`src/rtl/sram_arbiter.sv`:
```
// SRAM access arbiter between the SNES cartridge bus (reads) and the AVR bus FSM (reads/writes).
// Optional AVR anti-starvation logic is built when ARB_FAIRNESS_EN is defined.
module sram_arbiter #(
    parameter int ADDR_W     = 21,
    parameter int DATA_W     = 8,
    parameter int WAIT_CYC   = 2,
    parameter int STARVE_MAX = 4
) (
    input  logic              avr_clk,
    input  logic              avr_reset,
    input  logic              snes_mode,
    input  logic              snes_req,
    input  logic [ADDR_W-1:0] snes_addr,
    output logic [DATA_W-1:0] snes_rdata,
    output logic              snes_ack,
    input  logic              avr_req,
    input  logic              avr_we,
    input  logic [ADDR_W-1:0] avr_addr,
    input  logic [DATA_W-1:0] avr_wdata,
    output logic [DATA_W-1:0] avr_rdata,
    output logic              avr_ack,
    output logic [ADDR_W-1:0] sram_addr,
    input  logic [DATA_W-1:0] sram_din,
    output logic [DATA_W-1:0] sram_dout,
    output logic              sram_dout_en,
    output logic              sram_ce_n,
    output logic              sram_oe_n,
    output logic              sram_we_n,
    output logic [1:0]        grant
);

    localparam int CNT_W = $clog2(WAIT_CYC + 1);

    if (WAIT_CYC < 1 || WAIT_CYC > 15 || STARVE_MAX < 1) begin : g_bad_param
        $error("sram_arbiter: illegal WAIT_CYC or STARVE_MAX");
    end

    typedef enum logic [2:0] {
        IDLE,
        RD,
        WR_SETUP,
        WR_PULSE,
        RECOVER
    } state_t;

    state_t           state;
    logic [CNT_W-1:0] wait_cnt;
    logic             snes_elig;
    logic             force_avr;
    logic             pick_snes;
    logic             pick_avr;

`ifdef ARB_FAIRNESS_EN
    localparam int SC_W = $clog2(STARVE_MAX + 1);
    logic [SC_W-1:0] starve_cnt;

    // Counts SNES wins that left a pending AVR request waiting; saturates at STARVE_MAX.
    always_ff @(posedge avr_clk or posedge avr_reset) begin
        if (avr_reset) begin
            starve_cnt <= '0;
        end else if (state == IDLE) begin
            if (pick_avr)
                starve_cnt <= '0;
            else if (pick_snes && avr_req && starve_cnt < SC_W'(STARVE_MAX))
                starve_cnt <= starve_cnt + 1'b1;
        end
    end

    always_comb begin
        force_avr = avr_req && (starve_cnt == SC_W'(STARVE_MAX));
    end
`else
    always_comb begin
        force_avr = 1'b0;
    end
`endif

    always_comb begin
        snes_elig = snes_mode & snes_req;
        pick_snes = snes_elig & ~force_avr;
        pick_avr  = avr_req & ~pick_snes;
    end

    always_ff @(posedge avr_clk or posedge avr_reset) begin
        if (avr_reset) begin
            state        <= IDLE;
            wait_cnt     <= '0;
            sram_ce_n    <= 1'b1;
            sram_oe_n    <= 1'b1;
            sram_we_n    <= 1'b1;
            sram_dout_en <= 1'b0;
            sram_addr    <= '0;
            sram_dout    <= '0;
            snes_rdata   <= '0;
            avr_rdata    <= '0;
            snes_ack     <= 1'b0;
            avr_ack      <= 1'b0;
            grant        <= 2'b00;
        end else begin
            case (state)
                IDLE: begin
                    if (pick_snes) begin
                        grant     <= 2'b01;
                        sram_addr <= snes_addr;
                        sram_ce_n <= 1'b0;
                        sram_oe_n <= 1'b0;
                        wait_cnt  <= CNT_W'(WAIT_CYC);
                        state     <= RD;
                    end else if (pick_avr) begin
                        grant     <= 2'b10;
                        sram_addr <= avr_addr;
                        sram_ce_n <= 1'b0;
                        if (avr_we) begin
                            sram_dout    <= avr_wdata;
                            sram_dout_en <= 1'b1;
                            state        <= WR_SETUP;
                        end else begin
                            sram_oe_n <= 1'b0;
                            wait_cnt  <= CNT_W'(WAIT_CYC);
                            state     <= RD;
                        end
                    end
                end
                RD: begin
                    if (wait_cnt == CNT_W'(1)) begin
                        if (grant == 2'b01) begin
                            snes_rdata <= sram_din;
                            snes_ack   <= 1'b1;
                        end else begin
                            avr_rdata <= sram_din;
                            avr_ack   <= 1'b1;
                        end
                        sram_ce_n <= 1'b1;
                        sram_oe_n <= 1'b1;
                        state     <= RECOVER;
                    end else begin
                        wait_cnt <= wait_cnt - 1'b1;
                    end
                end
                WR_SETUP: begin
                    sram_we_n <= 1'b0;
                    wait_cnt  <= CNT_W'(WAIT_CYC);
                    state     <= WR_PULSE;
                end
                WR_PULSE: begin
                    if (wait_cnt == CNT_W'(1)) begin
                        // dout_en stays high through RECOVER for data hold after we_n rises
                        sram_ce_n <= 1'b1;
                        sram_we_n <= 1'b1;
                        avr_ack   <= 1'b1;
                        state     <= RECOVER;
                    end else begin
                        wait_cnt <= wait_cnt - 1'b1;
                    end
                end
                RECOVER: begin
                    snes_ack     <= 1'b0;
                    avr_ack      <= 1'b0;
                    sram_dout_en <= 1'b0;
                    grant        <= 2'b00;
                    state        <= IDLE;
                end
                default: state <= IDLE;
            endcase
        end
    end

endmodule

```
`config.mk`:
```
export PLATFORM = sky130hd
export DESIGN_NAME = sram_arbiter
export DESIGN_NICKNAME = d
export VERILOG_FILES = /design/src/rtl/sram_arbiter.sv
export SDC_FILE = /design/constraint.sdc
export NUM_CORES = 1
export LEC_CHECK = 0
export BUFFER_PORTS_ARGS = -buffer_cell sky130_fd_sc_hd__buf_2
export CORE_MARGIN = 2
export CORE_UTILIZATION = 45
export CTS_CLUSTER_DIAMETER = 200
export CTS_CLUSTER_SIZE = 24
export DETAILED_ROUTE_END_ITERATION = 8
export PLACE_DENSITY = 0.88
export SLEW_MARGIN = 20
export SYNTH_ARGS = -nofsm -noshare
export SYNTH_HDL_FRONTEND = slang
export SYNTH_SLANG_ARGS = --single-unit
```
`constraint.sdc`:
```
create_clock -name avr_clk -period 2.5 [get_ports avr_clk]
set_input_delay 0.375 -clock avr_clk [delete_from_list [all_inputs] [get_ports avr_clk]]
set_output_delay 0.375 -clock avr_clk [all_outputs]
set_load 0.01 [all_outputs]
```
; ---- Word level (Yosys, flattened, before mapping)
; Index checks and enable logic that the tools add are counted.
[totals]
word_cells = 92
in_bits = 64
reg_bits = 58
output_inout_bits = 53
[op_classes]
n_addsub = 1
reduce_logical = 23
mux = 34
eq_ne = 17
bitwise_logic = 4
[op_table]
columns = op, count
row1 = two-way mux 21 bit, 2
row2 = AND reduction 4 bit, 5
row3 = "inequality test 2 bit, second input constant", 8
row4 = two-way mux 2 bit, 7
row5 = two-way mux 1 bit, 13
row6 = AND reduction 3 bit, 4
row7 = nonzero test 2 bit, 6
row8 = case mux 1 bit (2 select lines), 5
row9 = two-way mux 3 bit, 3
row10 = case mux 3 bit (3 select lines), 1
row11 = AND reduction 2 bit, 4
row12 = "== test 3 x 2 -> 1 bit, second input constant", 2
row13 = "inequality test 3 bit, second input constant", 2
row14 = case mux 2 bit (3 select lines), 1
row15 = nonzero test 3 bit, 2
row16 = "== test 2 x 1 -> 1 bit, second input constant", 2
row17 = case mux 2 bit (2 select lines), 1
row18 = "== test 3 x 1 -> 1 bit, second input constant", 1
row19 = "== test 3 bit, second input constant", 1
row20 = logical NOT 3 bit, 1
row21 = case mux 1 bit (3 select lines), 1
row22 = bitwise AND 1 bit, 2
row23 = "inequality test 2 x 1 -> 1 bit, second input constant", 1
row24 = NOT 1 bit, 2
row25 = other kinds (2), 2

; ---- Longest topological paths before layout
; Gate-level depths: netlist of the first run.
[logic_depth]
depth_word = 6
ltp_mapped = 6
depth_no_buf = 5

; ---- Least setup slack after synthesis of the first run
; No wires, ideal clock.
[synth_timing]
path_type = reg-to-reg
startpoint = reg wait_cnt[1]
endpoint = reg avr_rdata[0]
path_buffers = 1
t_arrival_ns = 1.644
required_time_ns = 2.375
synth_period_minus_slack_ns = 1.769
setup_slack_ns = 0.731
path_stages_with_launch = 7
setup_ns = 0.125
path_cell_list = dfrtp_1 inv_1 ha_1 and3b_1 buf_2 nor3b_4 mux2_2
[synth_via]
elab_chain_cells = 2
[synth_lines]
columns = item, line_no
row1 = from (decl), 47  ; logic [CNT_W-1:0] wait_cnt;
row2 = from (signal assigned), 107  ; wait_cnt <= CNT_W'(WAIT_CYC);
row3 = from (signal assigned), 119  ; wait_cnt <= CNT_W'(WAIT_CYC);
row4 = from (signal assigned), 137  ; wait_cnt <= wait_cnt - 1'b1;
row5 = == test 2 x 1 -> 1 bit, 125  ; if (wait_cnt == CNT_W'(1)) begin
row6 = AND reduction 3 bit (no line), n/a
row7 = to (signal assigned), 130  ; avr_rdata <= sram_din;
row8 = to (decl), 20  ; output logic [DATA_W-1:0] avr_rdata,
; No other way between the ends.
; A chain may end at the register's enable or synchronous reset.

; ---- Final worst setup path of the first run
; Ends and elaborated chain as after synthesis.

==> results by group, run 1 <==
Power and ir drop
  • Clock Power Share: 0.244
  • Comb pwr share: 0.369
  • Power Internal: ~3 mW
  • Max VDD drop: 0.804 mV
  • Seq pwr share: 0.387
  • PD cells: 1260 mW/mm^2
  • Sw Pwr: 1.40 mW
  • Pleak: 1.69 nW
  • Sw Ratio: 0.318

Run
  • Max Cap Viol: 0

Worst setup path
  • Critical path's top delay family: simple AND/OR/NAND/NOR gates
  • CP max stage cell: nor3b_4
  • Bufs and invs on worst path: 1
  • Critical path startpoint category: register
  • Crit-path max FO: 9
  • Critical Path AT: between 2 and 2.5 ns
  • Crit end category: register
  • Crit path from: wait_cnt[1]$_DFFE_PP0P_
  • Critical R2R Launch: wait_cnt[1]$_DFFE_PP0P_
  • Max stage delay on crit path: 0.43 ns
  • CP Cell Sequence: inv_1 -> ha_1 -> and3b_1 -> nor3b_4 -> mux2_2
  • Worst EP required: 2.71 ns
  • Worst setup path category: reg2reg

STA
  • Final period util: 0.794
  • Final Max Slew Viols: 0
  • Max Clk Rate: 504 MHz
  • Worst Clk Skew: 0.00637 ns
  • Final Critical Period: between 1.5 and 2 ns
  • RSZ-0062 raised after global routing: false
  • TNS Setup: 0 ns
  • Final hold vios: 0
  • Worst slew pin tran: roughly 0.58 ns
  • Rel. slew slack: 0.612
  • Hold WS: 0.111 ns
  • Final Setup Violations: 0

Floorplanning
  • Width of the chip: 79.7 um
  • Die H: 79.7 um
  • Core area: 0.00551 sq mm
  • Row cnt: 27
  • Initial core utilization: 0.468
  • Die area: 0.00635 sq mm
  • IO Pins: 117

Yosys
  • Synth unique cells: 30
  • Avg Cell Area, Syn: ~14 sq um
  • Post-synth top cells: 66 x mux2_2, 55 x dfrtp_1, 7 x inv_1
  • Flops & latches, synth: 58
  • Cell count after synthesis: 186
  • Synth Cell Area: 0.00258 sq mm
  • Cell with the most instances after synthesis: mux2_2
  • Prevailing post-synth register cell: dfrtp_1
  • FFs w/ async S/R, synth: 1.00
  • Largest cells by area after synthesis: dfrtp_1 53%, mux2_2 29%, dfstp_2 3.1%, a21oi_1 1.2%, buf_2 1.2%
  • Synth area leader: dfrtp_1
  • Ys Warns: 0
  • Area share of the largest cell type after synthesis: 0.534
  • Syn_nets: 251
  • Number of synthesized flops with an enable pin: 0
  • Sequential element share of the synthesized area: 0.565

Drt
  • Drt pass-1 iters: 4
  • Via Count: between 1,500 and 2,000
  • Drt drc: 0
  • Final WL: 5.65 mm
  • Drt wl/cell: 14.7 um
  • Vias per inst: between 5 and 6
  • Remaining antenna violation count: 0
  • 1st-iter DRT viols: 158

Placed design
  • Buffers on Ports: 116
  • Post-DP HPWL: roughly 4.3 mm
  • GPL Wtd Cong: 0.801

Clock network
  • Clock Latency Late Sink: 0.32 ns
  • Total setup buffers inserted after CTS: 0
  • H-tree depth: 3
  • CTS tree: built
  • TritonCTS Buffers: 9
  • Clock root buffer: clkbuf_8
  • Post-cts sizing count: 0
  • Clock buffer depth: 2
  • TritonCTS Sinks: between 50 and 60
  • Clock-pin slew on the worst setup and hold paths: 0.07 ns
  • Cts hold-fix bufs: 0

Final layout
  • Number of nets in the layout: 372
  • Diodes inserted: 0
  • Layout cells sized above 1: 0.663
  • Area Growth Syn to Fin: 34.9%

GRT
  • Global-route wire length before repair: 9.26 mm
  • GR Overflow Total: 0
  • GR Util All Layers: 0.192
  • Maximum number of pins on one net before global-route repair: 29
  • Vias in the first global route: 2,068
  • Initial antenna violation count: 0

Hold path
  • Hold WC Path Type: in2async

Outcome
  • Status: finished, final reports clean
==> worst reg2reg max path: cells and delay by family (launching register included) <==
family | cells | cell delay (ns)
and+or+nand+nor | 2 | 0.72
buffers and inverters | 1 | 0.09
DFF | 1 | 0.38
muxes | 1 | 0.39
adders and majority gates | 1 | 0.30
==> metrics by stage <==
step	cells	utilization	area [sq um]	setup slack, ns	power [mW]
global route	384	0.631	3480	0.349	4.68
finish	384	0.631	3480	0.514	4.39
floorplan	186	-	2580	0.702	2.70
detailed placement	368	0.586	3220	0.510	3.36
global placement	368	0.586	3220	0.631	3.27
CTS	384	0.631	3480	0.503	4.45
==> layer usage <==
layer | up-vias | global-route usage | wire length (um)
li1 | 905 | - | -
met1 | 956 | 0.217 | 2220
met2 | 68 | 0.323 | 2950
met3 | 18 | 0.0430 | 287
met4 | 0 | 0.129 | 191
met5 | - | 0 | 0
==> registers in the layout, summed over array words and instances, names as in the netlist <==
name	cells
avr_rdata	8
sram_we_n	1
sram_dout_en	1
state	3
snes_ack	1
avr_ack	1
sram_dout	8
grant	2
wait_cnt	2
sram_ce_n	1
snes_rdata	8
sram_addr	21
sram_oe_n	1
==> worst paths after layout <==
path                       slack (ns)                         to  cells after the start
max                              0.51   avr_rdata[0]$_DFFE_PP0P_                      5
min                              0.11  sram_addr[11]$_DFFE_PP0P_                      2
max reg2reg                      0.51   avr_rdata[0]$_DFFE_PP0P_                      5
min reg2reg                      0.48      sram_ce_n$_DFFE_PP1P_                      2
max in group asynchronous        1.72      sram_we_n$_DFFE_PP1P_                      3
min in group avr_clk             0.29   sram_dout[3]$_DFFE_PP0P_                      2
==> cell families (layout without fill, tap and decap cells) <==
group | after synthesis | in the layout | synth area share
flip-flops | 58 | 58 | 0.565
adder cells (fa/ha/maj) | 1 | 1 | 0.00486
AND/OR/NAND/NOR | 20 | 20 | 0.0505
multiplexers | 66 | 66 | 0.288
AO/OA/AOI/OAI | 24 | 24 | 0.0607
buffers and inverters | 17 | 143 | 0.0306
==> layout make-up <==
type	count	area, sq um
clock buffer	11	151
clock inverter	5	100
fill	477	2030
inverter	7	26.3
multi-input combinational	111	1040
sequential	58	1460
tap	72	90.1
timing repair buffer	120	611
==> layout by cell type, fill, tap and decap left out, drive strengths merged, types with 2 or more instances in the layout <==
| cell | Yosys | layout |
|---|---|---|
| dfstp | 3 | 3 |
| nor2 | 3 | 3 |
| a31oi | 2 | 2 |
| nor3 | 3 | 3 |
| nor3b | 4 | 4 |
| o21a | 2 | 2 |
| a211oi | 2 | 2 |
| dfrtp | 55 | 55 |
| buf | 8 | 120 |
| o21ai | 4 | 4 |
| clkbuf | 2 | 11 |
| a21oi | 6 | 6 |
| bufinv | 0 | 3 |
| nor2b | 3 | 3 |
| a2bb2oi | 2 | 2 |
| clkinv | 0 | 2 |
| inv | 7 | 7 |
| mux2 | 66 | 66 |
| nand2 | 2 | 2 |
| nand2b | 2 | 2 |
==> power by group through the flow <==
stage	registers, mW	clock network [mW]	logic [mW]
floorplan	1.87	0	0.831
global placement	1.69	0	1.58
detailed placement	1.72	0	1.64
CTS	1.70	1.10	1.64
global route	1.76	1.16	1.76
finish	1.70	1.07	1.62
No activity file was read; power rests on OpenSTA's default activity.
==> run 2, diff against run 1 <==
--- a/config.mk
+++ b/config.mk
@@ -5,13 +5,14 @@
 export SDC_FILE = /design/constraint.sdc
 export NUM_CORES = 1
 export LEC_CHECK = 0
+export ABC_AREA = 1
 export BUFFER_PORTS_ARGS = -buffer_cell sky130_fd_sc_hd__buf_2
 export CORE_MARGIN = 2
-export CORE_UTILIZATION = 45
+export CORE_UTILIZATION = 43
 export CTS_CLUSTER_DIAMETER = 200
 export CTS_CLUSTER_SIZE = 24
 export DETAILED_ROUTE_END_ITERATION = 8
-export PLACE_DENSITY = 0.88
+export PLACE_DENSITY = 0.87
 export SLEW_MARGIN = 20
 export SYNTH_ARGS = -nofsm -noshare
 export SYNTH_HDL_FRONTEND = slang
==> constraint.sdc (replaced) <==
create_clock -name avr_clk -period 1.6 [get_ports avr_clk]
set_input_delay 0.24 -clock avr_clk [delete_from_list [all_inputs] [get_ports avr_clk]]
set_output_delay 0.24 -clock avr_clk [all_outputs]
set_load 0.01 [all_outputs]
==> results by group, run 2 <==
Outcome
  • Status: finished, final reports clean (unchanged)

Yosys
  • Largest cells by area after synthesis: dfrtp_1 51%, nand2_1 25%, o21ai_2 5.2%, inv_1 3.2%, dfstp_2 2.9% (was dfrtp_1 53%, mux2_2 29%, dfstp_2 3.1%, a21oi_1 1.2%, buf_2 1.2%)
  • Ys Warns: 0 (unchanged)
  • Area share of the largest cell type after synthesis: 0.507 (was 0.534)
  • Synth area leader: dfrtp_1 (unchanged)
  • FFs w/ async S/R, synth: 1.00 (unchanged)
  • Cell with the most instances after synthesis: nand2_1 (was mux2_2)
  • Cell count after synthesis: 330 (was 186)
  • Avg Cell Area, Syn: 8.22 sq um (was 13.9 sq um)
  • Syn_nets: 395 (was 251)
  • Flops & latches, synth: 58 (unchanged)
  • Post-synth top cells: 180 x nand2_1, 55 x dfrtp_1, 23 x inv_1 (was 66 x mux2_2, 55 x dfrtp_1, 7 x inv_1)
  • Synth Cell Area: 0.00271 sq mm (was 0.00258 sq mm)
  • Prevailing post-synth register cell: dfrtp_1 (unchanged)
  • Number of synthesized flops with an enable pin: 0 (unchanged)
  • Synth unique cells: 25 (was 30)
  • Sequential element share of the synthesized area: 0.536 (was 0.565)

Hold path
  • Hold WC Path Type: in2reg (was in2async)

GRT
  • Maximum number of pins on one net before global-route repair: 59 (was 29)
  • GR Overflow Total: 0 (unchanged)
  • Vias in the first global route: 2,479 (was 2,068)
  • Initial antenna violation count: 0 (unchanged)
  • GR Util All Layers: 0.192 (about the same)
  • Global-route wire length before repair: 10.8 mm (was 9.26 mm)

STA
  • Worst Clk Skew: 0.00523 ns (was 0.00637 ns)
  • TNS Setup: 0 ns (unchanged)
  • Worst slew pin tran: 0.698 ns (was 0.581 ns)
  • Final setup margin: 0.133 ns (was 0.514 ns)
  • Max Clk Rate: 682 MHz (was 504 MHz)
  • Rel. slew slack: 0.534 (was 0.612)
  • Final hold vios: 0 (unchanged)
  • Final Max Slew Viols: 0 (unchanged)
  • Final Critical Period: 1.47 ns (was 1.99 ns)
  • RSZ-0062 raised after global routing: false (unchanged)
  • Final period util: 0.917 (was 0.794)
  • Final Setup Violations: 0 (unchanged)

Floorplanning
  • Die area: 0.00696 sq mm (was 0.00635 sq mm)
  • IO Pins: 117 (unchanged)
  • Row cnt: 28 (was 27)
  • Die H: 83.4 um (was 79.7 um)
  • Width of the chip: 83.4 um (was 79.7 um)
  • Initial core utilization: 0.450 (was 0.468)
  • Core area: 0.00603 sq mm (was 0.00551 sq mm)

Power and ir drop
  • Pleak: 2.09 nW (was 1.69 nW)
  • Clock Power Share: 0.172 (was 0.244)
  • Sw Ratio: 0.399 (was 0.318)
  • Power Internal: 3.91 mW (was 3.00 mW)
  • PD cells: 1840 mW/mm^2 (was 1260 mW/mm^2)
  • Sw Pwr: 2.60 mW (was 1.40 mW)
  • Max VDD drop: 1.01 mV (was 0.804 mV)
  • Comb pwr share: 0.423 (was 0.369)
  • Seq pwr share: 0.405 (was 0.387)

Worst setup path
  • Critical Path AT: 1.66 ns (was 2.20 ns)
  • Crit end category: register (unchanged)
  • Crit-path max FO: 16 (was 9)
  • Worst setup path category: reg2reg (unchanged)
  • Worst EP required: 1.79 ns (was 2.71 ns)
  • Critical path startpoint category: register (unchanged)

Final layout
  • Layout cells sized above 1: 0.371 (was 0.663)
  • Most frequent cells in the layout: 180 x nand2_1, 116 x buf_2, 55 x dfrtp_1, 22 x inv_1, 16 x o21ai_2 (was 116 x buf_2, 66 x mux2_2, 55 x dfrtp_1, 11 x clkbuf_8)
  • Area Growth Syn to Fin: 30.2% (was 34.9%)
  • Max reg flops: 21 (unchanged)
  • Number of nets in the layout: 516 (was 372)
  • Diodes inserted: 0 (unchanged)
  • Reg with most FFs: sram_addr (unchanged)
  • Final Util: 0.586 (was 0.631)
  • Commonest non-fill, non-tap cell in the layout: nand2_1 (was buf_2)

Clock network
  • CTS tree: built (unchanged)
  • Clock Latency Late Sink: 0.32 ns (about the same)
  • Clock-pin slew on the worst setup and hold paths: 0.06 ns (was 0.07 ns)
  • Clock root buffer: clkbuf_8 (unchanged)
  • TritonCTS Sinks: 58 (unchanged)
  • H-tree depth: 3 (unchanged)
  • Clock buffer depth: 2 (unchanged)
  • TritonCTS Buffers: 9 (unchanged)
  • Post-cts sizing count: 0 (unchanged)

Placed design
  • GPL Wtd Cong: 0.904 (was 0.801)
  • Pre-CTS WS: 0.139 ns (was 0.510 ns)
  • Buffers on Ports: 116 (unchanged)
  • Post-DP HPWL: 4.64 mm (was 4.34 mm)

Drt
  • Remaining antenna violation count: 0 (unchanged)
  • Drt drc: 0 (unchanged)
  • Final WL: 6.31 mm (was 5.65 mm)
  • Vias per inst: 4.63 (was 5.07)
  • 1st-iter DRT viols: 99 (was 158)
  • Drt pass-1 iters: 4 (unchanged)
  • Via Count: 2,460 (was 1,947)
  • Drt wl/cell: 11.9 um (was 14.7 um)

Run
  • Max Cap Viol: 0 (unchanged)
## run 2: cell count changes in the layout (fill, tap and decap cells not counted), sizes merged, moves of 5 or more
cell and delta:
inv +17, nand3 +5, mux2 -66, nand2 +186, o21ai +18, nor2 +11
## run 2: power groups by stage
stage | Sequential [mW] | Combinational [mW] | Clock (mW)
after global placement | 2.63 | 2.65 | 0
after floorplan | 2.92 | 1.47 | 0
final | 2.63 | 2.75 | 1.12
after global routing | 2.71 | 3.08 | 1.23
after CTS | 2.63 | 2.79 | 1.15
after detailed placement | 2.64 | 2.79 | 0
## run 2: worst max-delay path, stage by stage (launching register included)
cell and delay, ns:
dfrtp_1 0.39, inv_1 0.06, ha_1 0.23, nand3_4 0.12, nor2_4 0.17, o21ai_4 0.19, nand2_1 0.12, o21ai_2 0.06
## run 2: final timing paths
kind	from	to	slack, ns	depth (start not counted)
max in group asynchronous	avr_reset	sram_ce_n$_DFFE_PP1P_	0.77	4
hold / removal	avr_wdata[5]	sram_dout[5]$_DFFE_PP0P_	0.12	3
hold reg to reg	sram_dout[0]$_DFFE_PP0P_	sram_dout[0]$_DFFE_PP0P_	0.47	2
min in group asynchronous	avr_reset	snes_rdata[1]$_DFFE_PP0P_	0.53	4
setup / recovery	wait_cnt[1]$_DFFE_PP0P_	avr_rdata[6]$_DFFE_PP0P_	0.13	7
setup reg to reg	wait_cnt[1]$_DFFE_PP0P_	avr_rdata[6]$_DFFE_PP0P_	0.13	7
## run 2: logic make-up after synthesis
kind of cell | synth area share
AOI/OAI and AO/OA | 0.0798
adders and majority gates | 0.00461
buffers and inverters | 0.0595
DFF | 0.536
and+or+nand+nor | 0.320
## run 2: per-layer routing
metal  vias to the layer above  track usage  wire (um)
met1                      1107        0.223       2760
met5                         -            0          0
met3                        14       0.0497        395
li1                       1243            -          -
met2                        96        0.331       3010
met4                         0       0.0938        155
## run 2: final cells by class
cell class                 count  area, sq um
timing repair buffer         120          626
inverter                      25         97.6
clock inverter                 3         15.0
sequential                    58         1460
multi-input combinational    237         1100
tap                           75         93.8
fill                         557         2490
clock buffer                  13          149
## run 2: metrics by stage
step           area (sq um)  total power [mW]  std cells  hold WS [ns]
2_1_floorplan          2720              4.38        330         0.332
3_3_place_gp           3360              5.28        514         0.340
3_5_place_dp           3360              5.43        514         0.349
4_1_cts                3530              6.57        531         0.101
5_1_grt                3530              7.02        531         0.112
6_report               3530              6.50        531         0.115
## run 2: what timing repair did
item | in CTS | in global routing
hold buffers | 1 | 0
hold endpoints to repair | 3 | 0
setup buffers | 0 | 0
==> run 3, diff against run 2 <==
--- a/config.mk
+++ b/config.mk
@@ -6,7 +6,7 @@
 export NUM_CORES = 1
 export LEC_CHECK = 0
 export ABC_AREA = 1
-export BUFFER_PORTS_ARGS = -buffer_cell sky130_fd_sc_hd__buf_2
+export BUFFER_PORTS_ARGS = -buffer_cell sky130_fd_sc_hd__clkbuf_2
 export CORE_MARGIN = 2
 export CORE_UTILIZATION = 43
 export CTS_CLUSTER_DIAMETER = 200
==> results by group, run 3 (synthesis results as in run 2) <==
Clock network
  • Post-cts sizing count: 0 (unchanged)
  • Clock-pin slew on the worst setup and hold paths: 0.07 ns (was 0.06 ns)
  • CTS tree: built (unchanged)
  • TritonCTS Buffers: 9 (unchanged)
  • H-tree depth: 3 (unchanged)
  • Clock root buffer: clkbuf_8 (unchanged)
  • TritonCTS Sinks: 58 (unchanged)
  • Clock buffer depth: 2 (unchanged)
  • Clock Latency Late Sink: 0.34 ns (was 0.32 ns)

Outcome
  • Status: finished, final reports clean (unchanged)

Floorplanning
  • Width of the chip: 83.4 um (unchanged)
  • Die H: 83.4 um (unchanged)
  • Die area: 0.00696 sq mm (unchanged)
  • Core area: 0.00603 sq mm (unchanged)
  • Row cnt: 28 (unchanged)
  • IO Pins: 117 (unchanged)
  • Initial core utilization: 0.450 (unchanged)

GRT
  • GR Util All Layers: 0.191 (was 0.192)
  • Initial antenna violation count: 0 (unchanged)
  • GR Overflow Total: 0 (unchanged)
  • Maximum number of pins on one net before global-route repair: 27 (was 59)
  • Vias in the first global route: 2,479 (unchanged)
  • Global-route wire length before repair: 10.7 mm (was 10.8 mm)

STA
  • Final Critical Period: 1.44 ns (was 1.47 ns)
  • Rel. slew slack: 0.617 (was 0.534)
  • Final Setup Violations: 0 (unchanged)
  • Final period util: 0.902 (was 0.917)
  • Max Clk Rate: 693 MHz (was 682 MHz)
  • Worst slew pin tran: 0.573 ns (was 0.698 ns)
  • RSZ-0062 raised after global routing: false (unchanged)
  • Final hold vios: 0 (unchanged)
  • Worst Clk Skew: 0.0112 ns (was 0.00523 ns)
  • TNS Setup: 0 ns (unchanged)
  • Final Max Slew Viols: 0 (unchanged)

Drt
  • 1st-iter DRT viols: 72 (was 99)
  • Vias per inst: 4.60 (was 4.63)
  • Drt wl/cell: 11.6 um (was 11.9 um)
  • Drt pass-1 iters: 4 (unchanged)
  • Final WL: 6.20 mm (was 6.31 mm)
  • Via Count: 2,456 (was 2,460)
  • Remaining antenna violation count: 0 (unchanged)
  • Drt drc: 0 (unchanged)

Final layout
  • Layout cells sized above 1: 0.381 (was 0.371)
  • FF/Latch Area: 0.00146 sq mm (unchanged)
  • Multi-input gate area: 0.00110 sq mm (unchanged)
  • Fillcell total: 539 (was 557)
  • Commonest non-fill, non-tap cell in the layout: nand2_1 (unchanged)
  • Max reg flops: 21 (unchanged)
  • Fin area: 0.00358 sq mm (was 0.00353 sq mm)
  • Diodes inserted: 0 (unchanged)
  • Reg with most FFs: sram_addr (unchanged)
  • Area Growth Syn to Fin: 32.1% (was 30.2%)
  • Most frequent cells in the layout: 180 x nand2_1, 116 x clkbuf_2, 55 x dfrtp_1, 22 x inv_1, 16 x o21ai_2 (was 180 x nand2_1, 116 x buf_2, 55 x dfrtp_1, 22 x inv_1, 16 x o21ai_2)
  • Number of nets in the layout: 519 (was 516)

Run
  • Max Cap Viol: 0 (unchanged)

Placed design
  • Post-DP HPWL: 4.79 mm (was 4.64 mm)
  • Buffers on Ports: 116 (unchanged)
  • GPL Wtd Cong: 0.881 (was 0.904)
  • Area after DPL: 0.00339 sq mm (was 0.00336 sq mm)

Worst setup path
  • Crit end category: register (unchanged)
  • Critical Path AT: 1.64 ns (was 1.66 ns)
  • Worst setup path category: reg2reg (unchanged)
  • Crit-path max FO: 16 (unchanged)
  • Worst EP required: 1.80 ns (was 1.79 ns)
  • Critical path startpoint category: register (unchanged)

Power and ir drop
  • Max VDD drop: 0.875 mV (was 1.01 mV)
  • PD cells: 1830 mW/mm^2 (was 1840 mW/mm^2)
  • Pleak: 2.12 nW (was 2.09 nW)

Hold path
  • Hold WC Path Type: in2reg (unchanged)
## run 3: changes by cell type in the layout (fill, tap and decap cells not counted), sizes merged
cell      before  now
buf          119    6
clkinvlp       1    4
clkbuf        13  126
clkinv         3    2
inv           24   25
## run 3: critical path, cell delays in order (launching register included)
cell	delay (ns)
dfrtp_1	0.38
inv_1	0.05
ha_1	0.23
nand3_4	0.12
nor2_4	0.17
o21ai_4	0.18
nand2_1	0.12
o21ai_2	0.05
## run 3: cell type report
type                       count  area share
clock buffer                  10      0.0384
clock inverter                 6      0.0115
inverter                      25      0.0272
multi-input combinational    237       0.306
sequential                    58       0.406
tap                           75      0.0262
timing repair buffer         123       0.184
## run 3: repair_timing
action,4_1_cts,5_1_grt
endpoints found under the hold margin,20,0
hold buffers,1,0
setup buffers,0,0
## run 3: power breakdown
part	total (mW)	internal, mW	switching (mW)	leakage (nW)
combinational	2.71	1.10	1.61	1.33
sequential	2.65	2.20	0.452	0.702
clock	1.19	0.602	0.592	0.0847
total	6.56	3.91	2.66	2.12
## run 3: worst paths after layout
path	start	end	slack (ns)	depth (start not counted)
max	wait_cnt[1]$_DFFE_PP0P_	avr_rdata[5]$_DFFE_PP0P_	0.16	7
min	avr_wdata[5]	sram_dout[5]$_DFFE_PP0P_	0.1	3
max reg2reg	wait_cnt[1]$_DFFE_PP0P_	avr_rdata[5]$_DFFE_PP0P_	0.16	7
min reg2reg	wait_cnt[1]$_DFFE_PP0P_	wait_cnt[1]$_DFFE_PP0P_	0.47	2
max in group asynchronous	avr_reset	avr_rdata[5]$_DFFE_PP0P_	0.58	4
min in group asynchronous	avr_reset	snes_rdata[1]$_DFFE_PP0P_	0.50	3
## run 3: through the flow
| stage | power (mW) | worst slack, ns | instances | hold WS, ns | utilization |
|---|---|---|---|---|---|
| floorplan | 4.38 | 0.261 | 330 | 0.332 | - |
| global placement | 5.29 | 0.227 | 517 | 0.331 | 0.563 |
| detailed placement | 5.42 | 0.172 | 517 | 0.321 | 0.563 |
| CTS | 6.65 | 0.147 | 534 | 0.0858 | 0.594 |
| global route | 7.08 | 0.0620 | 534 | 0.0940 | 0.594 |
| finish | 6.56 | 0.156 | 534 | 0.0982 | 0.594 |
## run 3: layer usage
layer	wire length, um	global-route usage
met3	479	0.0477
met5	0	0
met2	3080	0.342
met4	90	0.0836
met1	2550	0.214
